--- src/rtl/ex_dispatch_pkg.sv ---
// Shared types and constants for the execute-stage dispatch arbiter.
package ex_dispatch_pkg;

    localparam int NUM_OC      = 4;
    localparam int MEM_CREDITS = 2;

    typedef logic [3:0] oc_vec_t;
    typedef logic [1:0] rr_ptr_t;

    // Index of the set bit in a one-hot collector vector (0 when empty).
    function automatic rr_ptr_t oh_to_idx(input oc_vec_t oh);
        rr_ptr_t idx;
        idx = '0;
        for (int i = 0; i < NUM_OC; i++) begin
            if (oh[i]) idx = rr_ptr_t'(i);
        end
        return idx;
    endfunction

endpackage

--- src/rtl/ex_dispatch_arbiter_rr_pick4.sv ---
// Four-way round-robin picker: first requester at or above ptr, wrapping.
module rr_pick4
    import ex_dispatch_pkg::*;
(
    input  logic [3:0] req,
    input  logic [1:0] ptr,
    output logic [3:0] gnt,
    output logic       any
);

    rr_ptr_t idx;

    // Walk the four positions starting at ptr; the first hit wins.
    always_comb begin
        gnt = '0;
        any = 1'b0;
        idx = ptr;
        for (int k = 0; k < NUM_OC; k++) begin
            idx = ptr + rr_ptr_t'(k);
            if (!any && req[idx]) begin
                gnt[idx] = 1'b1;
                any      = 1'b1;
            end
        end
    end

endmodule

--- src/rtl/ex_dispatch_arbiter.sv ---
// Steers ready operand collectors onto the ALU and MEM ports with
// round-robin fairness, a stallable ALU and a credit-limited MEM port.
//
// Handshake: OC_Ready[i] is a level request held until the collector sees
// OC_Release[i]; the release is the registered grant itself, so a grant
// on the outputs for one cycle is the complete transfer for collector i.
module ex_dispatch_arbiter
    import ex_dispatch_pkg::*;
#(
    parameter int unsigned CW = 2
) (
    input  logic          clk,
    input  logic          rst,
    input  logic [3:0]    OC_Ready,
    input  logic [3:0]    OC_IsMem,
    input  logic          ALU_Stall,
    input  logic          MEM_Done,
    output logic [3:0]    ALU_Grt,
    output logic [3:0]    MEM_Grt,
    output logic [3:0]    OC_Release,
    output logic [CW-1:0] Mem_Credits,
    output logic          Credit_Err
);

    oc_vec_t       alu_grt_q, alu_grt_d;
    oc_vec_t       mem_grt_q, mem_grt_d;
    rr_ptr_t       alu_ptr_q, alu_ptr_d;
    rr_ptr_t       mem_ptr_q, mem_ptr_d;
    logic [CW-1:0] credits_q, credits_d;
    logic          err_q, err_d;

    oc_vec_t inflight, alu_req, mem_req, alu_pick, mem_pick;
    logic    alu_any, mem_any, alu_fire, mem_fire, credits_full;

    // A collector whose grant is on the outputs is still releasing; mask it.
    assign inflight = alu_grt_q | mem_grt_q;
    assign alu_req  = OC_Ready & ~OC_IsMem & ~inflight;
    assign mem_req  = OC_Ready &  OC_IsMem & ~inflight;

    rr_pick4 u_alu_pick (
        .req (alu_req),
        .ptr (alu_ptr_q),
        .gnt (alu_pick),
        .any (alu_any)
    );

    rr_pick4 u_mem_pick (
        .req (mem_req),
        .ptr (mem_ptr_q),
        .gnt (mem_pick),
        .any (mem_any)
    );

    assign alu_fire     = ~ALU_Stall & alu_any;
    assign mem_fire     = (credits_q != '0) & mem_any;
    assign credits_full = (credits_q == CW'(MEM_CREDITS));

    // Next grants and pointers; the pointer moves past the winner only on a grant.
    always_comb begin
        alu_grt_d = '0;
        mem_grt_d = '0;
        alu_ptr_d = alu_ptr_q;
        mem_ptr_d = mem_ptr_q;
        if (alu_fire) begin
            alu_grt_d = alu_pick;
            alu_ptr_d = oh_to_idx(alu_pick) + 2'd1;
        end
        if (mem_fire) begin
            mem_grt_d = mem_pick;
            mem_ptr_d = oh_to_idx(mem_pick) + 2'd1;
        end
    end

    // Credit accounting: a grant consumes one, MEM_Done returns one; a
    // return with nothing outstanding is dropped and flagged stickily.
    always_comb begin
        credits_d = credits_q;
        err_d     = err_q;
        if (mem_fire && !MEM_Done) begin
            credits_d = credits_q - CW'(1);
        end else if (!mem_fire && MEM_Done && !credits_full) begin
            credits_d = credits_q + CW'(1);
        end
        if (MEM_Done && credits_full) begin
            err_d = 1'b1;
        end
    end

    // State registers; reset drops grants at once and restores full credit.
    always_ff @(posedge clk or negedge rst) begin
        if (!rst) begin
            alu_grt_q <= '0;
            mem_grt_q <= '0;
            alu_ptr_q <= '0;
            mem_ptr_q <= '0;
            credits_q <= CW'(MEM_CREDITS);
            err_q     <= 1'b0;
        end else begin
            alu_grt_q <= alu_grt_d;
            mem_grt_q <= mem_grt_d;
            alu_ptr_q <= alu_ptr_d;
            mem_ptr_q <= mem_ptr_d;
            credits_q <= credits_d;
            err_q     <= err_d;
        end
    end

    assign ALU_Grt     = alu_grt_q;
    assign MEM_Grt     = mem_grt_q;
    assign OC_Release  = alu_grt_q | mem_grt_q;
    assign Mem_Credits = credits_q;
    assign Credit_Err  = err_q;

endmodule

--- config.mk ---
export PLATFORM = sky130hd
export DESIGN_NAME = ex_dispatch_arbiter
export DESIGN_NICKNAME = d
export VERILOG_FILES = /design/src/rtl/ex_dispatch_pkg.sv /design/src/rtl/ex_dispatch_arbiter_rr_pick4.sv /design/src/rtl/ex_dispatch_arbiter.sv
export SDC_FILE = /design/constraint.sdc
export NUM_CORES = 1
export LEC_CHECK = 0
export ABC_AREA = 1
export CORE_UTILIZATION = 50
export DETAILED_ROUTE_END_ITERATION = 6
export GPL_ROUTABILITY_DRIVEN = 0
export PLACE_DENSITY = 0.76
export SYNTH_ARGS = -nofsm -noshare
export SYNTH_HDL_FRONTEND = slang
export SYNTH_SLANG_ARGS = --single-unit
--- constraint.sdc ---
create_clock -name clk -period 5.75 [get_ports clk]
set_input_delay 1.15 -clock clk [delete_from_list [all_inputs] [get_ports clk]]
set_output_delay 1.15 -clock clk [all_outputs]
set_load 0.03 [all_outputs]
* Yosys cells after proc, flatten, opt, wreduce, memory -nomap -nowiden
Index checks and enable logic that the tools add are counted.
** Cells by class
- $add $sub $neg :: 10
- Bitwise logic cells :: 16
- Divide/modulo/power cells :: 0
- Multiplexer cells :: 60
- Shift operators :: 0
- Equality and inequality tests :: 1
- Reduce and logical (&&, ||, !) cells :: 29
- Order comparisons :: 16
- Multipliers :: 0
** Operators with widths (count)
- 2-to-1 mux 4 bit :: 10
- bitwise OR 4 bit :: 7
- 2-to-1 mux 1 bit :: 26
- less-than comparator 2 x 3 -> 1 bit, second input constant :: 8
- logical AND 1 bit :: 18
- bitwise AND 4 bit :: 4
- binary-select mux 1 bit (select 2 bit) :: 8
- demux 1 bit (select 2 bit) :: 8
- greater-or-equal comparator 2 x 1 -> 1 bit, second input constant :: 8
- 2-to-1 mux 2 bit :: 8
- adder 2 x 1 -> 2 bit, second input constant :: 5
- logical NOT 1 bit :: 9
- adder 2 bit, second input constant :: 4
- inverter 4 bit :: 2
- nonzero test 2 bit :: 2
- bitwise AND 1 bit :: 2
- equality test 2 bit, second input constant :: 1
- subtractor 2 x 1 -> 2 bit, second input constant :: 1
- inverter 1 bit :: 1
** Word-level totals
- Memories :: 0
- Input bits :: 12
- RAM bits :: 0
- Register bits after elaboration :: 15
- Bits in read-only memories :: 0
- Output and inout port bits :: 15
- Bits in latches :: 0

* Logic depth before layout (Yosys ltp)
Gate-level depths: netlist (run 1).
- Word-level depth :: 21
- Gate-level depth with buffers :: 14

* Modules after synthesis
From an unflattened synthesis (run 1), not the netlist that was laid out.
** Second synthesis, totals
- Cells, all modules :: 233
- Area total of the unflattened synthesis :: 1532.7 µm²
** Modules (own cells, without submodules)
- ex_dispatch_arbiter :: cells an instance 81, seq. area each 376.6 µm², area an instance 689.4 µm², times used 1
- rr_pick4 (u_alu_pick) :: cells an instance 76, seq. area each 0.0 µm², area an instance 424.2 µm², times used 1
- rr_pick4 (u_mem_pick) :: cells an instance 76, seq. area each 0.0 µm², area an instance 419.2 µm², times used 1

* Least setup slack after synthesis (run 1)
OpenSTA, ideal clock, no wires.
- Path kind :: input to register
- Start :: input port OC_Ready[3]
- End :: register alu_ptr_q[0]
- Arrival :: 2.109 ns
- Library setup time :: 0.116 ns
- Stages on the path :: 13
- Buffers on the path :: 0
- Slack :: 3.525 ns
- Cells stage by stage :: inv_1 > nor2_1 > nand3_1 > nand3_2 > nand2_4 > nand3_1 > nand2_1 > inv_1 > nand2_1 > nor2_1 > nand2_1 > nand2_1 > nand2_1
** On the way
- Word-level cells in the longest chain between the ends :: 19
- Elaborated cells on any way between the ends :: 33
- Classes of those cells :: add/sub (1); mux (20); bitwise (6); reduce/logical (6)
** RTL lines
- from (decl) :: RTL line ex_dispatch_arbiter.sv:14 : input logic [3:0] OC_Ready,
- bitwise AND 4 bit (*) (2 in series) :: RTL line ex_dispatch_arbiter.sv:37 : assign alu_req = OC_Ready & ~OC_IsMem & ~inflight;
- binary-select mux 1 bit (select 2 bit) :: RTL line ex_dispatch_arbiter_rr_pick4.sv:20 : if (!any && req[idx]) begin
- 2-to-1 mux 1 bit (implied by the code) :: RTL line ex_dispatch_arbiter_rr_pick4.sv:20
- 2-to-1 mux 1 bit :: RTL line ex_dispatch_arbiter_rr_pick4.sv:20
- logical NOT 1 bit :: RTL line ex_dispatch_arbiter_rr_pick4.sv:20
- logical AND 1 bit :: RTL line ex_dispatch_arbiter_rr_pick4.sv:20
- 2-to-1 mux 1 bit :: RTL line ex_dispatch_arbiter_rr_pick4.sv:20
- logical NOT 1 bit :: RTL line ex_dispatch_arbiter_rr_pick4.sv:20
- logical AND 1 bit :: RTL line ex_dispatch_arbiter_rr_pick4.sv:20
- 2-to-1 mux 1 bit :: RTL line ex_dispatch_arbiter_rr_pick4.sv:20
- logical NOT 1 bit :: RTL line ex_dispatch_arbiter_rr_pick4.sv:20
- logical AND 1 bit :: RTL line ex_dispatch_arbiter_rr_pick4.sv:20
- 2-to-1 mux 4 bit :: RTL line ex_dispatch_arbiter_rr_pick4.sv:20
- 2-to-1 mux 1 bit :: RTL line ex_dispatch_pkg.sv:15 : if (oh[i]) idx = rr_ptr_t'(i);
- 2-to-1 mux 2 bit (2 in series) :: RTL line ex_dispatch_pkg.sv:15
- 2-to-1 mux 2 bit :: RTL line ex_dispatch_arbiter.sv:64 : if (alu_fire) begin
- adder 2 x 1 -> 2 bit :: RTL line ex_dispatch_arbiter.sv:66 : alu_ptr_d = oh_to_idx(alu_pick) + 2'd1;
- to (signal assigned) :: RTL line ex_dispatch_arbiter.sv:101 : alu_ptr_q <= alu_ptr_d;
- to (decl) :: RTL line ex_dispatch_arbiter.sv:27 : rr_ptr_t alu_ptr_q, alu_ptr_d;
Every way passes the cells marked *; elsewhere a longest branch is shown, timed or not. The select of a mux whose other input is x is not followed.
A chain may end at the register's enable or synchronous reset.

* Worst setup path in the final report (run 1)
- Start :: register mem_grt_q[3], in the netlist MEM_Grt[3]
- End :: output port OC_Release[3]
** On the way
- Word-level cells in the longest chain between the ends :: 1
** RTL lines
- from (decl) :: RTL line ex_dispatch_arbiter.sv:26 : oc_vec_t mem_grt_q, mem_grt_d;
- from (signal assigned) :: RTL line ex_dispatch_arbiter.sv:100 : mem_grt_q <= mem_grt_d;
- bitwise OR 4 bit :: RTL line ex_dispatch_arbiter.sv:110 : assign OC_Release = alu_grt_q | mem_grt_q;
- to (decl) :: RTL line ex_dispatch_arbiter.sv:20 : output logic [3:0] OC_Release,
Every way passes these cells.

==> results.md, run 1 <==
- The flow ran to the end, and the final reports show no timing, DRC or antenna violations.
- The global-route wire length before repair is 5.913 mm.
- The overall routed net length is 3.569 mm.
- The number of failing hold endpoints at the final stage is 0.
- The kind of start point of the critical path is a flop.
- The total of flip-flops plus latches after synthesis is 15.
- The total area inside the core boundary comes to 3078 sq um.
- The transition time at the pin with the least slew margin is 0.6770 ns.
- Entering global routing, the biggest net connects 16 pins.
- In this run, the number of DRC markers left after iteration 0 of detailed routing was 86.
- After detailed routing, the average wire length per cell comes to 11.59 um.
- Of the synthesized area, sequential elements account for 22.87%.
- Counting instances in the post-synthesis netlist gives the leading cell types as sky130_fd_sc_hd__nand2_1 (59), sky130_fd_sc_hd__nand3_1 (51), sky130_fd_sc_hd__inv_1 (28).
- Input and output buffers added on the ports amount to 26.
- Once the clock tree was built, the resizer swapped 0 gates to a different size.
- Yosys mapped a number of flops with a built-in enable equal to 0.
- The number of maximum-capacitance constraint violations is 0.
- Counting instances, the worst hold path has a depth of 1.
- The tree is rooted in a sky130_fd_sc_hd__clkbuf_4.
- In this run the tightest slew margin relative to its limit is 54.73%.
- STA classifies the critical path endpoint as an output port.
- By area the synthesized netlist is led by sky130_fd_sc_hd__dfrtp_1 (21%), sky130_fd_sc_hd__nand3_1 (16%), sky130_fd_sc_hd__nand2_1 (13%).
- The largest buffer count on any clock path is 2.
- Post-CTS timing repair inserted 0 buffers for setup.
- The cell count after synthesis is 234.
- The post-detailed-placement half-perimeter wirelength is 2.902 mm.
- After layout, the minimum clock period comes to 2.742 ns.
- Setup violations remaining at the end of the flow were counted as 0.
- The hold-fix buffer count after cts is 0.
- The TritonCTS sink count is 15.
- The reg-to-reg endpoint is Mem_Credits[0]$_DFFE_PN0P_.
- The number of pins with negative max-slew slack in the final report is 0.
- In this run, placement finished with an instance count of 304.
- For this run, design rule violations remaining after detail routing come to 0.
- The clock network latency to the later pin of the worst-skew pair is 0.28 ns.
- The area share of the leading cell type in the synthesized netlist is 21.28%.
- The worst register-to-register path begins at mem_ptr_q[1]$_DFFE_PN0P_.
- Among all cell types in the netlist, the one instantiated most often is sky130_fd_sc_hd__nand2_1.
- The share of cells above drive strength 1 is 12.88%.
- For this design the ratio of total power to cell area is 630.4 nW/um^2.
- The fraction of registers with async set/reset is 100.0%.
- The die covers 3527 sq um.
- The cell area that synthesis handed to floorplanning was 1647 sq um.
- The critical path goes through nor2_2 > inv_1 > clkdlybuf4s50_1.
- The largest driver fanout on the critical path is 5.
- The data required time of the worst path is 4.60 ns.
- For this run, the leading register cell type out of synthesis is sky130_fd_sc_hd__dfrtp_1.
- The depth of the most critical reg-to-reg path is 12.
- The final-stage net count is 292.
- The ratio of final minimum period to clock period is 47.68%.
- The mean cell area of the mapped netlist is 7.037 sq um.
- CTS built an H-tree with a depth of 1.
- For this block, the via count after detailed routing is 1,619.
- The number of different library cells used by synthesis comes to 24.
- Across the routed clock network, the largest skew measured is 0.001971 ns.
- 0 antenna diodes ended up in the layout.
- The number of top-level design ports is 27.
- After routing the design area is 1988 sq um.
- Summed over all cells, the static leakage comes to 1.047 nW.
- Dividing the detail-routed via count by the number of cells gives 5.256.
- The min-delay analysis places its worst path in the category flop to flop.
- Data on the critical path arrives at its endpoint at 1.59 ns.
- Clock-pin slew was measured on the worst setup and hold paths at 0.09 ns.
- The overall track demand over capacity in global routing is 21.92%.
- Counting every net in the synthesized netlist gives 261.
- The final non-filler cell total is 308.
- The number of antenna violations at the first check in global routing is 0.
- The worst-case IR drop observed on VDD is 0.3969 mV.
- The total clock buffers created by CTS is 3.
- TritonCTS built the clock tree.
- The type of the worst setup path is flop to output port.
- The overall power is 1.253 mW.
- During synthesis, Yosys emitted a total of 0 warnings.
- The setup total negative slack is 0 ns.
- The end of the worst hold path is Credit_Err$_DFFE_PN0P_.
- The initial standard-cell utilization of the core is 53.50%.
- The register-to-register path setup slack is 3.57 ns.
- The number of global-route vias before repair is 1,411.
- Summed over all layers, the global routing overflow is 0.
- The synthesis-to-layout area growth is 20.74%.
- After floorplanning, the core was divided into 20 placement rows.
- The area of placed instances is 1962 sq um.
- The largest total area in the synthesized netlist belongs to sky130_fd_sc_hd__dfrtp_1.
- Static timing analysis puts the maximum clock frequency at 0.3647 GHz.
- The slowest stage cell on the critical path is sky130_fd_sc_hd__clkdlybuf4s50_1.
- Setup repair after global routing left no endpoint under its margin.
- The number of nets with antenna violations after detailed routing is 0.
- The largest single stage delay on the critical path is 0.60 ns.
- The startpoint of the tightest hold check path is Credit_Err$_DFFE_PN0P_.
- From left edge to right edge, the die measures 59.39 um.
- The number of optimization iterations in the first detailed-route pass is 5.
- The height of the chip is 59.39 um.
cell families after synthesis:
family,after synthesis,share of synthesized area (%)
and+or+nand+nor,165,55.02
AOI/OAI and AO/OA,7,3.420
DFF,15,22.87
adders and majority gates,15,11.40
buffers and inverters,32,7.295
cell usage in the layout, fill, tap and decap left out:
master	count
sky130_fd_sc_hd__nand2_2	2
sky130_fd_sc_hd__a41oi_1	1
sky130_fd_sc_hd__nor2_1	21
sky130_fd_sc_hd__nand2_8	2
sky130_fd_sc_hd__nor2_2	2
sky130_fd_sc_hd__nand2_1	59
sky130_fd_sc_hd__inv_2	4
sky130_fd_sc_hd__clkdlybuf4s50_1	26
sky130_fd_sc_hd__nand3_4	3
sky130_fd_sc_hd__nand3_2	7
sky130_fd_sc_hd__nor2_4	3
sky130_fd_sc_hd__nand3b_1	1
sky130_fd_sc_hd__o21bai_1	1
sky130_fd_sc_hd__dfrtp_1	14
sky130_fd_sc_hd__nor2_8	1
sky130_fd_sc_hd__a31oi_1	1
sky130_fd_sc_hd__o21bai_4	1
sky130_fd_sc_hd__dfstp_2	1
sky130_fd_sc_hd__nand4_1	8
sky130_fd_sc_hd__inv_1	28
sky130_fd_sc_hd__clkbuf_1	1
sky130_fd_sc_hd__or2_2	1
sky130_fd_sc_hd__nand3_1	51
sky130_fd_sc_hd__nand2_4	4
sky130_fd_sc_hd__clkbuf_4	3
sky130_fd_sc_hd__a21oi_1	3
sky130_fd_sc_hd__ha_1	15
final cells by class:
class                   count  area, sq um
clock buffers               4        26.28
fillers                   301         1090
inverters                  32        120.1
multi-input cells         187         1150
flip-flops and latches     15        376.6
well taps                  44        55.05
repair buffers             26        260.3
metrics by stage:
| step | worst slack [ns] | hold slack [ns] | utilization [%] |
|---|---|---|---|
| 6_report | 3.008 | 0.5019 | 64.59 |
| 5_1_grt | 2.915 | 0.5150 | 64.59 |
| 4_1_cts | 2.982 | 0.5015 | 64.59 |
| 3_5_place_dp | 2.828 | 0.4770 | 63.74 |
| 3_3_place_gp | 2.855 | 0.4735 | 63.74 |
| 2_1_floorplan | 3.525 | 0.5603 | - |
routing by layer:
| metal | wire length [um] | track usage, % | vias up | part of all wire [%] |
|---|---|---|---|---|
| li1 | - | - | 828 | - |
| met3 | 135 | 4.148 | 0 | 3.8 |
| met1 | 1624 | 28.20 | 751 | 46 |
| met4 | 0 | 1.361 | 0 | 0 |
| met5 | 0 | 0 | - | 0 |
| met2 | 1810 | 39.49 | 40 | 51 |
flip-flops by register name, indices dropped and copies added (netlist names):
signal	flops
ALU_Grt	4
Credit_Err	1
MEM_Grt	4
Mem_Credits	2
alu_ptr_q	2
mem_ptr_q	2
critical path, delay by kind of cell (launching register included):
family        cells  cell delay [ns]
buf+inv           2             0.68
simple gates      1             0.22
flops             1             0.41
worst max path at each step:
stage                          from                       end  slack (ns)  cells after the start
5_1_grt                 OC_Ready[1]  alu_ptr_q[1]$_DFFE_PN0P_        2.91                     14
6_report       MEM_Grt[3]$_DFF_PN0_             OC_Release[3]        3.01                      3
3_3_place_gp            OC_Ready[2]  alu_ptr_q[0]$_DFFE_PN0P_        2.85                     14
4_1_cts        MEM_Grt[3]$_DFF_PN0_             OC_Release[3]        2.98                      3
2_1_floorplan           OC_Ready[3]  alu_ptr_q[0]$_DFFE_PN0P_        3.52                     13
3_5_place_dp            OC_Ready[2]  alu_ptr_q[0]$_DFFE_PN0P_        2.83                     14
power breakdown:
part           switching [mW]  total [mW]  internal [mW]
combinational           0.634       0.972          0.339
sequential             0.0702       0.221          0.151
clock                  0.0326      0.0596         0.0269
Power figures use the tool's default switching activity.
==> run 2, diff against run 1 <==
==> constraint.sdc (replaced) <==
create_clock -name clk -period 2.7 [get_ports clk]
set_input_delay 0.54 -clock clk [delete_from_list [all_inputs] [get_ports clk]]
set_output_delay 0.54 -clock clk [all_outputs]
set_load 0.03 [all_outputs]
==> results of run 2 <==
Same layout as run 1 (identical final DEF). Status: completed.
Main changes from that run: setup slack after placement 2.828 ns -> 0.3878 ns; setup slack after layout 3.008 ns -> 0.5233 ns; start point of the critical path MEM_Grt[3]$_DFF_PN0_ -> mem_ptr_q[1]$_DFFE_PN0P_; end point of the critical path OC_Release[3] -> Mem_Credits[0]$_DFFE_PN0P_; register-to-register setup slack 3.57 ns -> 0.52 ns; total power 1.253 mW -> 2.669 mW; worst IR drop on VDD 0.3969 mV -> 0.8453 mV
==> RTL edit 1, RTL diff (settings of run 2) <==
Set the parameter `CW` to 1 (it was 2).
--- a/src/rtl/ex_dispatch_arbiter.sv
+++ b/src/rtl/ex_dispatch_arbiter.sv
@@ -8,5 +8,5 @@
     import ex_dispatch_pkg::*;
 #(
-    parameter int unsigned CW = 2
+    parameter int unsigned CW = 1
 ) (
     input  logic          clk,
Ports: changed (resized Mem_Credits); port bits go from 27 to 26. No check against the original RTL was run, so the function may have changed too.
==> RTL edit 1 against run 2 <==
  * Critical path depth up 1
  * Wire length down 2.8%
  * Sequential cell count down 1
  * Synthesized area down 0.91%
  * Cell count down 4.5%
  * Total power down 19%
  * Design area down 0.38%
  * Maximum frequency down 0.68%
  * Setup slack worse by 0.015 ns
  * Critical path type unchanged
  * Critical endpoint is now alu_ptr_q[1]
  * Largest cell class unchanged
==> RTL edit 1: results (changes against run 2) <==
Run status
  – Status: finished clean (unchanged)

CTS
  – H-tree levels: 1 (unchanged)
  – Worst-path clk slew: 0.08 ns
  – CTS root buf: clkbuf_4 (unchanged)
  – CTS resizes: 0 (unchanged)
  – CTS Buffer Depth: 2 (unchanged)
  – Total CTS buffers: 3 (unchanged)
  – Post-CTS setup buffers: 0 (unchanged)
  – Clock latency on the worst-skew pair: 0.28 ns (about the same)

Timing
  – Skew final: 0.00686 ns (was 0.00197 ns)
  – Slew @ Worst Pin: 0.603 ns (was 0.677 ns)

Logic synthesis
  – Fraction of registers with async set/reset: 100% (unchanged)
  – Post-synth cell types: 24 (unchanged)
  – Synth top cells by count: nand2_1, nand3_1, inv_1 (unchanged)
  – Ys Warns: 0 (unchanged)
  – Top_reg_cell synth: dfrtp_1 (unchanged)
  – Sequential-to-total area share from yosys stat: 21.5% (was 22.9%)
  – Main area contributors after synthesis: dfrtp_1, nand3_1, ha_1 (was dfrtp_1, nand3_1, nand2_1)
  – Synth Net Count: 248 (was 261)

Hold path
  – Hold path cells: 1 (unchanged)
  – Hold endpoint: Credit_Err (unchanged)
  – Worst min-delay path class: reg -> reg (unchanged)
  – Worst hold start: Credit_Err (unchanged)

GRT
  – First-pass GRT wire length: 6040 um (was 5910 um)
  – Vias in the first global route: 1385 (was 1411)
  – GRT overflow: 0 (unchanged)
  – Gr usage total: 22.8% (was 21.9%)
  – Largest net degree at the start of global routing: 15 (was 16)
  – Initial antenna violation count: 0 (unchanged)

Routing
  – Drt pass-1 iters: 4 (was 5)
  – Wire per inst: 11.8 um (was 11.6 um)
  – First-iteration detailed-routing DRC count: 83 (was 86)
  – DR vias: 1499 (was 1619)

Setup path
  – Reg2Reg Setup Slack: 0.51 ns
  – R2R Path End: alu_ptr_q[1] (was Mem_Credits[0])
  – Crit path max fanout: 9 (unchanged)
  – Slowest stage cell on the critical path: dfrtp_1 (unchanged)
  – Data arrival time of the critical path: 2.37 ns
  – Slowest stage delay, CP: 0.59 ns (was 0.56 ns)
  – Reg-to-Reg Start: alu_ptr_q[1] (was mem_ptr_q[1])
  – R2R depth: 13 (was 12)

Layout
  – Final #Nets: 279 (was 292)
  – Layout cells sized above 1: 18.4% (was 12.9%)
  – Diode count: 0 (unchanged)

Placement
  – Detail Placement HPWL: 2870 um (was 2900 um)
  – # port buffers: 25 (was 26)

Power and ir drop
  – Worst vdd ir: 0.676 mV (was 0.845 mV)
  – Leakage: 0.00101 uW (was 0.00105 uW)
## RTL edit 1: per-layer routing
metal	up-vias	wire length [um]	global-route usage [%]	share of wire, %
met5	-	0	0	0
met2	35	1720	39.8	49
met4	0	0	4.42	0
met1	677	1630	29.8	47
met3	0	125	3.28	3.6
li1	787	-	-	-
## RTL edit 1: worst max-delay path by stage
stage                       startpoint            to  slack, ns  depth (start not counted)
after global routing      alu_ptr_q[1]  alu_ptr_q[1]       0.30                         12
final                     alu_ptr_q[1]  alu_ptr_q[1]       0.51                         13
after detailed placement   OC_Ready[1]  alu_ptr_q[1]       0.42                         14
after floorplan           alu_ptr_q[1]  alu_ptr_q[1]       0.82                         12
after CTS                 alu_ptr_q[1]  alu_ptr_q[1]       0.51                         13
after global placement     OC_Ready[2]  alu_ptr_q[0]       0.46                         13
## RTL edit 1: stage by stage
stage | hold slack [ns] | std cells | cell area (um^2) | setup slack [ns] | total power [uW]
after global placement | 0.440 | 290 | 1940 | 0.459 | 2010
after global routing | 0.491 | 294 | 1980 | 0.296 | 2370
after CTS | 0.467 | 294 | 1980 | 0.514 | 2170
final | 0.460 | 294 | 1980 | 0.509 | 2170
after floorplan | 0.244 | 220 | 1630 | 0.821 | 1650
after detailed placement | 0.448 | 290 | 1940 | 0.425 | 2020
## RTL edit 1: critical path, delay by kind of cell (launching register included)
kind / cells / cell delay (ns)
DFF: 1 / 0.59
adders and majority gates: 1 / 0.40
and+or+nand+nor: 9 / 0.73
buffers and inverters: 3 / 0.37
## RTL edit 1: kinds of logic after synthesis
logic type | Yosys count | share of synthesized area (%)
xor gates and xnor gates | 1 | 0.537
AOI/OAI and AO/OA | 7 | 3.45
adders and majority gates | 16 | 12.3
DFF | 14 | 21.5
buffers and inverters | 30 | 7.06
and+or+nand+nor | 152 | 55.2
## RTL edit 1: cell type report
| cell class | instances | area [um^2] |
|---|---|---|
| clock buffers | 4 | 36.3 |
| multi-input cells | 176 | 1170 |
| fillers | 289 | 1100 |
| flip-flops and latches | 14 | 350 |
| inverters | 30 | 115 |
| well taps | 44 | 55.1 |
| repair buffers | 26 | 258 |
## RTL edit 1: power breakdown
part | switching, uW | leakage [uW] | internal (uW)
logic | 1090 | 0.000807 | 572
clock network | 66.8 | 0.0000210 | 82.1
registers | 93.5 | 0.000184 | 257
total | 1250 | 0.00101 | 911
==> RTL edit 2, RTL diff (settings of run 2) <==
Without the edit above. Put one more register stage on the output `Mem_Credits`, with the module's reset. The value now appears one clock later. The other outputs are not delayed to match.
--- a/src/rtl/ex_dispatch_arbiter.sv
+++ b/src/rtl/ex_dispatch_arbiter.sv
@@ -109,5 +109,11 @@
     assign MEM_Grt     = mem_grt_q;
     assign OC_Release  = alu_grt_q | mem_grt_q;
-    assign Mem_Credits = credits_q;
+    always_ff @(posedge clk or negedge rst) begin
+        if (!rst) begin
+            Mem_Credits <= '0;
+        end else begin
+            Mem_Credits <= credits_q;
+        end
+    end
     assign Credit_Err  = err_q;
 
Behaviour: not the same (a bounded check fails within 4 cycles, from zero or initial values and one cycle with rst low).
==> RTL edit 2 against run 2 <==
  * Synthesized area rose by 3.0%
  * Clock skew rose by 0.00055 ns
  * Cell count up 0.65%
  * Design area up 2.5%
  * Setup slack got worse by 0.023 ns
  * Critical path depth is the same
  * Count of clock-buffer cells in the layout unchanged
  * Wire length increased by 0.95%
  * Sequential cell count is 2 higher
  * Total power grew 1.7%
  * Via count down 1.5%
  * Combinational power hardly changed
  * Critical path type unchanged
  * Largest cell class unchanged
  * Largest power group unchanged
==> RTL edit 2: results (changes against run 2) <==
Placement
  – Cells after DPL: 306 (was 304)
  – DP Worst Slack: 0.403 ns (was 0.388 ns)
  – Detail Placement HPWL: 2970 um (was 2900 um)

Setup path
  – Data arrival time of the critical path: 2.38 ns (was 2.36 ns)
  – Reg2Reg Setup Slack: 0.50 ns (was 0.52 ns)
  – Slowest stage cell on the critical path: dfrtp_1 (unchanged)

Logic synthesis
  – Sequential-to-total area share from yosys stat: 25.1% (was 22.9%)
  – Synthesized-area fraction occupied by adder cells: 11.1% (was 11.4%)
  – Synth top cells by count: nand2_1, nand3_1, inv_1 (unchanged)
  – Synth Net Count: 263 (was 261)
  – Synth Area in Compound Gates: 3.32% (was 3.42%)

Hold path
  – Hold endpoint: Mem_Credits[1] (was Credit_Err)
  – Worst hold start: credits_q[1] (was Credit_Err)
  – Hold path cells: 0 (was 1)

Routing
  – Max layer used: met4 (was met3)
  – Met1 wire length: 1570 um (was 1620 um)
  – Met2 wire length: 1870 um (was 1810 um)
  – DR vias: 1595 (was 1619)
  – DRT Wirelength: 3600 um (was 3570 um)
  – Via density: 5.15 (was 5.26)
  – Met3 WL: 153 um (was 135 um)

GRT
  – Largest net degree at the start of global routing: 18 (was 16)
  – M2 GR Usage: 39.9% (was 39.5%)
  – Met1 usage: 28.9% (was 28.2%)
  – Gr usage total: 22.3% (was 21.9%)
  – Vias in the first global route: 1447 (was 1411)

Layout
  – Final #Nets: 294 (was 292)
  – Layout cells sized above 1: 12.8% (was 12.9%)
  – Layout filler cell count: 302 (was 301)

Timing
  – Min cycle time layout: 2.20 ns (was 2.18 ns)
  – Skew final: 0.00252 ns (was 0.00197 ns)
  – Hold slack: 0.440 ns (was 0.502 ns)

Power and ir drop
  – Worst vdd ir: 0.587 mV (was 0.845 mV)

Run status
  – Status: finished clean (unchanged)
RTL edit 2: power breakdown:
group          leakage (uW)  switching (uW)  internal [uW]
Clock             0.0000150            73.1           57.3
Sequential         0.000215             152            364
Combinational      0.000842            1350            722
RTL edit 2: area by class of cell:
type | instances | area (um^2) | area share (%)
well taps | 44 | 55.1 | 2.70
multi-input cells | 187 | 1150 | 56.4
flip-flops and latches | 17 | 427 | 20.9
inverters | 32 | 120 | 5.89
repair buffers | 26 | 260 | 12.8
clock buffers | 4 | 26.3 | 1.29
RTL edit 2: worst register-to-register path: cells and delay by family (launching register included):
family	cells	cell delay (ns)
adders and majority gates	1	0.37
buffers and inverters	2	0.34
DFF	1	0.56
and+or+nand+nor	9	0.83
RTL edit 2: kinds of logic (layout without fill, tap and decap cells):
kind of cell | after synthesis | count (layout)
adders and majority gates | 15 | 15
AOI/OAI and AO/OA | 7 | 7
and+or+nand+nor | 165 | 165
buffers and inverters | 32 | 62
DFF | 17 | 17
